<file path="src/rtl/usb_pkg.sv">
// Shared USB-core definitions: buffer sizing and occupancy type used by
// data_buffer, usb_rx and the AHB slave.
package usb_pkg;

    localparam int unsigned DEPTH_DEF = 64;
    localparam int unsigned PTR_W     = $clog2(DEPTH_DEF);
    localparam int unsigned OCC_W     = 7;

    typedef logic [OCC_W-1:0] occ_t;
    typedef logic [7:0]       byte_t;

    // Which access port supplies the byte for an accepted write.
    typedef enum logic [1:0] {
        SRC_NONE = 2'b00,
        SRC_RX   = 2'b01,
        SRC_TX   = 2'b10
    } wr_src_e;

endpackage

</file>
<file path="src/rtl/buffer_ram.sv">
// DEPTH x 8 storage: one synchronous write port, one asynchronous read port.
// Contents have no reset; only the pointers in data_buffer give them meaning.
module buffer_ram
    import usb_pkg::*;
#(
    parameter int unsigned ADDR_W = PTR_W,
    parameter int unsigned DEPTH  = DEPTH_DEF
) (
    input  logic              clk,
    input  logic              we,
    input  logic [ADDR_W-1:0] waddr,
    input  logic [7:0]        wdata,
    input  logic [ADDR_W-1:0] raddr,
    output logic [7:0]        rdata
);

    byte_t mem [DEPTH];

    always_ff @(posedge clk) begin
        if (we) begin
            mem[waddr] <= wdata;
        end
    end

    assign rdata = mem[raddr];

endmodule

</file>
<file path="src/rtl/data_buffer.sv">
// Circular byte FIFO shared by the USB receiver/transmitter and the AHB slave,
// with show-ahead head outputs and a registered error pulse.
module data_buffer
    import usb_pkg::*;
#(
    parameter int unsigned DEPTH = DEPTH_DEF
) (
    input  logic             clk,
    input  logic             n_rst,
    input  logic             store_rx_packet_data,
    input  logic [7:0]       rx_packet_data,
    input  logic             store_tx_data,
    input  logic [7:0]       tx_data,
    input  logic             get_rx_data,
    input  logic             get_tx_packet_data,
    input  logic             flush,
    input  logic             clear,
    output logic [7:0]       rx_data,
    output logic [7:0]       tx_packet_data,
    output logic [OCC_W-1:0] buffer_occupancy,
    output logic             buffer_error
);

    localparam int unsigned AW = $clog2(DEPTH);

    logic [AW-1:0] wptr, rptr;
    occ_t          occ;
    logic          err;
    wr_src_e       wr_src;
    byte_t         wr_byte, head;
    logic          wr_req, pop_req, empty, full;
    logic          pop_ok, wr_ok, empty_req, err_next;

    always_comb begin
        wr_src = SRC_NONE;
        if (store_rx_packet_data) begin
            wr_src = SRC_RX;
        end else if (store_tx_data) begin
            wr_src = SRC_TX;
        end
    end

    assign wr_byte   = (wr_src == SRC_TX) ? tx_data : rx_packet_data;
    assign wr_req    = (wr_src != SRC_NONE);
    assign pop_req   = get_rx_data | get_tx_packet_data;
    assign empty     = (occ == '0);
    assign full      = (occ == occ_t'(DEPTH));
    assign empty_req = flush | clear;

    // A pop on an empty buffer never sees the same-cycle write; a write at full
    // is admitted only when a real pop frees the slot.
    assign pop_ok = pop_req & ~empty;
    assign wr_ok  = wr_req & (~full | pop_ok);

    assign err_next = ~empty_req & ((store_rx_packet_data & store_tx_data)
                                  | (wr_req & ~wr_ok)
                                  | (pop_req & empty));

    always_ff @(posedge clk or negedge n_rst) begin
        if (!n_rst) begin
            wptr <= '0;
            rptr <= '0;
            occ  <= '0;
            err  <= 1'b0;
        end else if (empty_req) begin
            wptr <= '0;
            rptr <= '0;
            occ  <= '0;
            err  <= 1'b0;
        end else begin
            err <= err_next;
            if (wr_ok) begin
                wptr <= wptr + AW'(1);
            end
            if (pop_ok) begin
                rptr <= rptr + AW'(1);
            end
            if (wr_ok && !pop_ok) begin
                occ <= occ + occ_t'(1);
            end else if (pop_ok && !wr_ok) begin
                occ <= occ - occ_t'(1);
            end
        end
    end

    buffer_ram #(
        .ADDR_W (AW),
        .DEPTH  (DEPTH)
    ) u_ram (
        .clk   (clk),
        .we    (wr_ok & ~empty_req),
        .waddr (wptr),
        .wdata (wr_byte),
        .raddr (rptr),
        .rdata (head)
    );

    assign rx_data          = empty ? 8'h00 : head;
    assign tx_packet_data   = rx_data;
    assign buffer_occupancy = occ;
    assign buffer_error     = err;

endmodule

</file>
<file path="config.mk">
export PLATFORM = sky130hd
export DESIGN_NAME = data_buffer
export DESIGN_NICKNAME = d
export VERILOG_FILES = /design/src/rtl/usb_pkg.sv /design/src/rtl/buffer_ram.sv /design/src/rtl/data_buffer.sv
export SDC_FILE = /design/constraint.sdc
export NUM_CORES = 1
export LEC_CHECK = 0
export BUFFER_PORTS_ARGS = -buffer_cell sky130_fd_sc_hd__buf_4
export CORE_ASPECT_RATIO = 0.9
export CORE_MARGIN = 4
export CORE_UTILIZATION = 56
export DETAILED_ROUTE_END_ITERATION = 10
export PLACE_DENSITY = 0.75
export SLEW_MARGIN = 5
export SYNTH_ARGS = -nofsm -noshare
export SYNTH_HDL_FRONTEND = slang
export SYNTH_SLANG_ARGS = --single-unit
</file>
<file path="constraint.sdc">
create_clock -name clk -period 2.5 [get_ports clk]
set_clock_uncertainty 0.1 [all_clocks]
set_input_delay 0.125 -clock clk [delete_from_list [all_inputs] [get_ports clk]]
set_output_delay 0.125 -clock clk [all_outputs]
set_load 0.01 [all_outputs]
</file>
Word-level counts from Yosys, hierarchy flattened
Memories as Yosys holds them, arrays and structs flattened.
Index checks and enable logic that the tools add are counted.
{ "totals": {"mem_bits_rw": 512, "n_memories": 1, "reg_bits": 20, "input_bits": 24, "elab_cells": 50} }
{ "classes": {"add_sub_neg": 4, "reduce_logical": 9, "bitwise": 16, "n_eq_ne": 2, "muxes": 14} }
{ "memory_table": {"columns": ["name", "depth", "word_bits", "rd", "rd_ports_with_merged_regs", "wr", "line", "source"], "rows": [
  ["u_ram.mem", 64, 8, 1, 0, 1, "buffer_ram.sv:17", "byte_t mem [DEPTH];"]
]} }
{ "ops": {"columns": ["operator", "n"], "rows": [
  ["2-to-1 mux 6 bit", 4],
  ["2-to-1 mux 7 bit", 3],
  ["2-to-1 mux 8 bit", 2],
  ["adder 6 x 1 -> 6 bit (second input constant)", 2],
  ["adder 7 x 1 -> 7 bit (second input constant)", 1],
  ["bitwise AND 1 bit", 7],
  ["== test 7 bit (second input constant)", 1],
  ["zero test 7 bit", 1],
  ["subtractor 7 x 1 -> 7 bit (second input constant)", 1],
  ["nonzero test 2 bit", 3],
  ["OR 1 bit", 5],
  ["2-to-1 mux 2 bit", 2],
  ["NOT 1 bit", 4],
  ["2-to-1 mux 1 bit", 3],
  ["nonzero test 3 bit", 1],
  ["== test 2 bit (second input constant)", 1],
  ["logical AND 1 bit", 2],
  ["zero test 1 bit", 2]
]} }

Logic depth before layout (Yosys ltp)
{ "logic_depth": {"ltp_word": 11, "depth_mapped": 11, "mapped_depth_nobuf": 10} }

Modules after synthesis
Synthesis repeated with hierarchy kept, for this count alone.
{ "unflattened": {"cells_unflattened": 1087, "area_unflattened_um2": 21495.6} }
{ "by_module_without_submodules": {"columns": ["module", "seq_area_each_um2", "cells_each", "area_each_um2", "instances"], "rows": [
  ["buffer_ram", 15374.7, 932, 20006.7, 1],
  ["data_buffer", 500.5, 155, 1488.9, 1]
]} }

Worst setup path after synthesis
Ideal clock, no wire load.
{ "synth_timing": {"path_type": "reg-to-reg", "from": "register occ[3], in the netlist buffer_occupancy[3]", "to": "register occ[6], in the netlist buffer_occupancy[6]", "path_slack_ns": -0.331, "stages_incl_launch_ff": 11, "setup_time_ns": 0.136, "t_arrival_ns": 2.594, "period_less_slack_ns": 2.831, "n_path_buf": 0, "path_cell_list": "dfrtp_1 nor4_4 a41oi_2 nand2b_1 inv_1 fa_1 nor2b_1 o31a_1 a2bb2oi_1 o22a_1 a31oi_1"} }
{ "synth_via": {"elab_chain_cells": 8} }
{ "synth_lines": {"columns": ["item", "line", "source"], "rows": [
  ["from (decl)", "data_buffer.sv:27", "occ_t occ;"],
  ["from (signal assigned)", "data_buffer.sv:79", "occ <= occ + occ_t'(1);"],
  ["from (signal assigned)", "data_buffer.sv:81", "occ <= occ - occ_t'(1);"],
  ["parallel branches: the longest is 8 deep, another holds subtractor 7 x 1 -> 7 bit", null, null]
]} }
Several ways; the timed one is not identified. The select of a mux whose other input is x is not followed.
A chain may end at the register's enable or synchronous reset.

Worst setup path in the final report
{ "layout_timing": {"from": "register rptr[0]", "to": "output port tx_packet_data[5]"} }
{ "layout_via": {"elab_chain_cells": 2} }
{ "layout_lines": {"columns": ["item", "line", "source"], "rows": [
  ["from (decl)", "data_buffer.sv:26", "logic [AW-1:0] wptr, rptr;"],
  ["from (signal assigned)", "data_buffer.sv:76", "rptr <= rptr + AW'(1);"],
  ["memory (64 x 8 bit)", null, null],
  ["2-to-1 mux 8 bit", "data_buffer.sv:98", "assign rx_data = empty ? 8'h00 : head;"],
  ["to (decl)", "data_buffer.sv:19", "output logic [7:0] tx_packet_data,"]
]} }
Every way passes these cells.

==> impl.org <==
** Route
- Summed over all layers, the routed wires come to 47800 µm.
- Across all layers, the routed design uses 11300 vias.
- Dividing the detail-routed wire length by the instance count gives 26.4 µm.
- First-pass detailed-route iteration total :: 5
- DR iter-0 viols :: 1183
- DR DRC count :: 0
- Routed vias/inst :: 6.24
- In this run the remaining antenna-violating nets after routing total 0.

** Clocking
- Reg clk slew, reported paths :: 60 ps
- Clock latency reported for the late side of the worst-skew pair :: 550 ps
- Clk root buf :: clkbuf_16
- The H-tree generated during clock tree synthesis spans 2 levels.
- Counting every sink on the clock net gives 532.
- In this run the deepest clock path goes through 3 buffers.
- TritonCTS built the clock tree.
- Buffers inserted during clock tree synthesis total 50.

** Floorplan
- The floorplan has 67 rows.
- Die width :: 213 µm
- Core box area :: 37400 µm²
- From bottom edge to top edge, the die measures 193 µm.
- The initial utilization of the core area, before any placement, comes to 56.9%.
- 48 I/O pins were placed.
- The die covers 41200 µm².

** Power and ir drop
- The internal portion of the total power is 16.6 mW.
- After layout, the design draws a total of 22.0 mW.
- Of the total power, registers draw 45.2%.
- Summed over all cells, the static leakage comes to 8.30 nW.
- In this run switching power makes up 24.5% of total power.
- Dividing total power by cell area gives a power density of 861 nW/µm².
- Clk pwr share :: 33.6%
- The worst-case IR drop observed on VDD is 0.554 mV.
- Psw :: 5.39 mW
- Proportion of power drawn by combinational gates :: 21.2%

** STA
- Headroom to the max-slew limit came out at 16.1%.
- Setup violations, final :: 18
- Number of slew-limit violations in the final report :: 0
- The number of hold violations in the final report is 0.
- In the finished design, the share of the clock period the worst path needs comes to 123%.
- Timing would allow up to 326 MHz.
- Worst Setup Slack, final :: -565 ps
- After layout, the minimum clock period comes to 3060 ps.
- At the pin with the least slew margin, the transition time is 1260 ps.
- RSZ-0062 raised after global routing :: yes

** Global route
- Largest net degree at the start of global routing :: 65
- Antenna violations before repair :: 0
- The first global-routing pass estimated 72100 µm of wire.
- Global routing used 23.5% of the available tracks.
- Number of global-route vias before repair :: 11600
- Remaining global-route overflow :: 0

** Logic synthesis
- In this run, distinct cell masters in the synthesized netlist total 54.
- The number of nets handed over by synthesis was 1124.
- Instance count of the mapped netlist :: 1091
- The cell area that synthesis handed to floorplanning was 21300 µm².
- Most used flip-flop cell after synthesis :: edfxtp_1
- A synthesized cell averages 19.5 µm².
- Synth Warn # :: 0
- Counting flops and latches in the post-synthesis netlist gives 532.
- Counting flops with a built-in enable in the synthesized netlist gives 512.
- In the synthesized netlist the async set-or-reset flop fraction comes to 3.76%.
- Sequential cell area fraction in the yosys report :: 74.7%

** Finish
- For this run, the share of the core covered by cells in the final layout is 68.3%.
- Counting the fill cells in the layout gives 2302.
- Nets@finish :: 1323
- From synthesis to final layout, the design area changed by 20.1%.
- The number of antenna diodes in the final layout is 0.
- The post-route netlist has 35.7% of its cells at a drive strength greater than 1.

** Place
- Detailed placement finished with a half-perimeter wire length of 28600 µm.
- Global placement routability congestion :: 0.803
- PortBufs :: 47

** Status
- Result of the run :: finished with violations
- The checks that failed: negative setup slack.

** Min path
- Hold Path Stages :: 4
- Hold Path Class :: input port to flop
- The startpoint identified for the worst hold timing path is clear.
- Worst Hold End :: buffer_occupancy[0]

** Critical path
- Terminus of the critical flop-to-flop path :: buffer_occupancy[6]
- CP arrival :: 2840 ps
- Measured in cells, the most critical reg-to-reg path has a length of 11.
- The worst setup path is launched from a flop.
- Endpoint type of the worst setup path :: primary output
- In this run the worst path has a maximum fanout of 6.
- The setup path with the least slack is of type flop to primary output.
- STA puts the critical path data required time at 2280 ps.
- Setup slack on the worst reg-to-reg path comes out at -190 ps.
- The worst register-to-register path begins at buffer_occupancy[4].

** Run
- Max capacitance violation total :: 0
flip-flops by register name, summed over array words and instances, names as in the netlist:
signal	cells
buffer_occupancy	7
u_ram.mem	512
rptr	6
buffer_error	1
wptr	6
Yosys cell counts (5+ instances only):
cell | number | area [µm²]
nand2_1 | 20 | 75.1
nand3_1 | 10 | 50.1
buf_1 | 5 | 18.8
buf_4 | 15 | 113
buf_2 | 9 | 45.0
mux4_1 | 12 | 315
dfrtp_1 | 20 | 500
a22o_1 | 9 | 78.8
ha_1 | 8 | 100
mux2_2 | 8 | 90.1
a21o_1 | 9 | 67.6
xnor2_1 | 5 | 43.8
nor2_1 | 88 | 330
clkbuf_1 | 29 | 109
edfxtp_1 | 512 | 15400
mux4_2 | 84 | 1890
a211oi_1 | 32 | 240
a22oi_1 | 24 | 180
nor2b_1 | 6 | 37.5
a21oi_1 | 15 | 75.1
nand3b_1 | 6 | 45.0
o22ai_1 | 16 | 100
o221ai_1 | 16 | 140
mux2i_1 | 66 | 661
xor2_1 | 9 | 78.8
buf_6 | 11 | 124
final cells by class:
| cell class | count | area [µm²] | share of cell area (%) |
|---|---|---|---|
| clock inverters | 28 | 255 | 1.00 |
| well taps | 483 | 604 | 2.37 |
| multi-input cells | 485 | 5390 | 21.1 |
| flip-flops and latches | 532 | 15900 | 62.2 |
| clock buffers | 64 | 1330 | 5.19 |
| inverters | 4 | 15.0 | 0.0588 |
| repair buffers | 217 | 2060 | 8.06 |
power groups by stage:
stage	logic, mW	clock network [mW]	registers (mW)
global route	4.97	7.86	9.94
detailed placement	3.99	0	10.2
global placement	3.92	0	10.2
finish	4.66	7.37	9.94
floorplan	2.55	0	10.1
CTS	4.51	7.45	9.94
routing by layer:
layer	wire length (µm)	up-vias	part of all wire [%]	GRT usage [%]
met5	0	-	0	0
met1	18900	5828	40	33.7
li1	-	4872	-	-
met2	23800	532	50	38.4
met4	1040	0	2.2	5.64
met3	4040	80	8.5	4.36
logic make-up after synthesis:
| family | synth area share, % |
|---|---|
| AO/OA/AOI/OAI | 4.98 |
| XOR/XNOR | 0.577 |
| adder cells (fa/ha/maj) | 0.565 |
| buffers and inverters | 2.09 |
| flip-flops | 74.7 |
| multiplexers | 13.9 |
| AND/OR/NAND/NOR | 3.23 |
worst max path at each step:
stage | to | slack [ps] | from
6_report | tx_packet_data[5] | -560 | rptr[0]
3_5_place_dp | tx_packet_data[6] | -230 | rptr[0]
5_1_grt | tx_packet_data[5] | -610 | rptr[0]
3_3_place_gp | rx_data[6] | -190 | rptr[0]
4_1_cts | rx_data[5] | -570 | rptr[0]
2_1_floorplan | buffer_occupancy[6] | -200 | buffer_occupancy[4]
stage by stage:
step	hold slack (ps)	setup WS, ps	cell area [µm²]	TNS, ps	instances
after floorplan	-271	-195	21300	-195	1091
after global placement	-79.7	-192	23200	-3180	1702
after detailed placement	-76.7	-231	23200	-7290	1702
after CTS	5.58	-566	25300	-8440	1810
after global routing	93.9	-614	25500	-10030	1813
final	71.0	-565	25500	-8350	1813
timing repair:
action                     CTS  global route
gates cloned                 2             0
setup endpoints to repair   82           204
pin swaps                   40            24
setup buffers                9             6
resized for setup           88            48
hold buffers                 6             0
hold endpoints to repair    26             0
cells in the final DEF (no fill, tap or decap), types with 11 or more instances in the layout:
master     count
nor2_2        25
clkinv_1      13
o22ai_1       15
a21oi_1       11
nand2_1       18
buf_4        159
mux4_2        91
a22oi_1       13
o221ai_1      16
a22oi_2       11
buf_6         24
clkbuf_1      13
dfrtp_1       16
edfxtp_1     512
mux2i_1       65
a211oi_2      21
buf_12        20
nor2_1        63
clkbuf_16     51
worst max-delay path, cell delays in order (launching register included):
cell,delay (ps)
dfrtp_4,500
buf_12,160
buf_12,140
mux4_2,460
a22o_4,290
a211oi_4,280
a211oi_2,90
a21o_1,210
buf_4,150
Note: power is estimated with default switching activity, not from simulation.
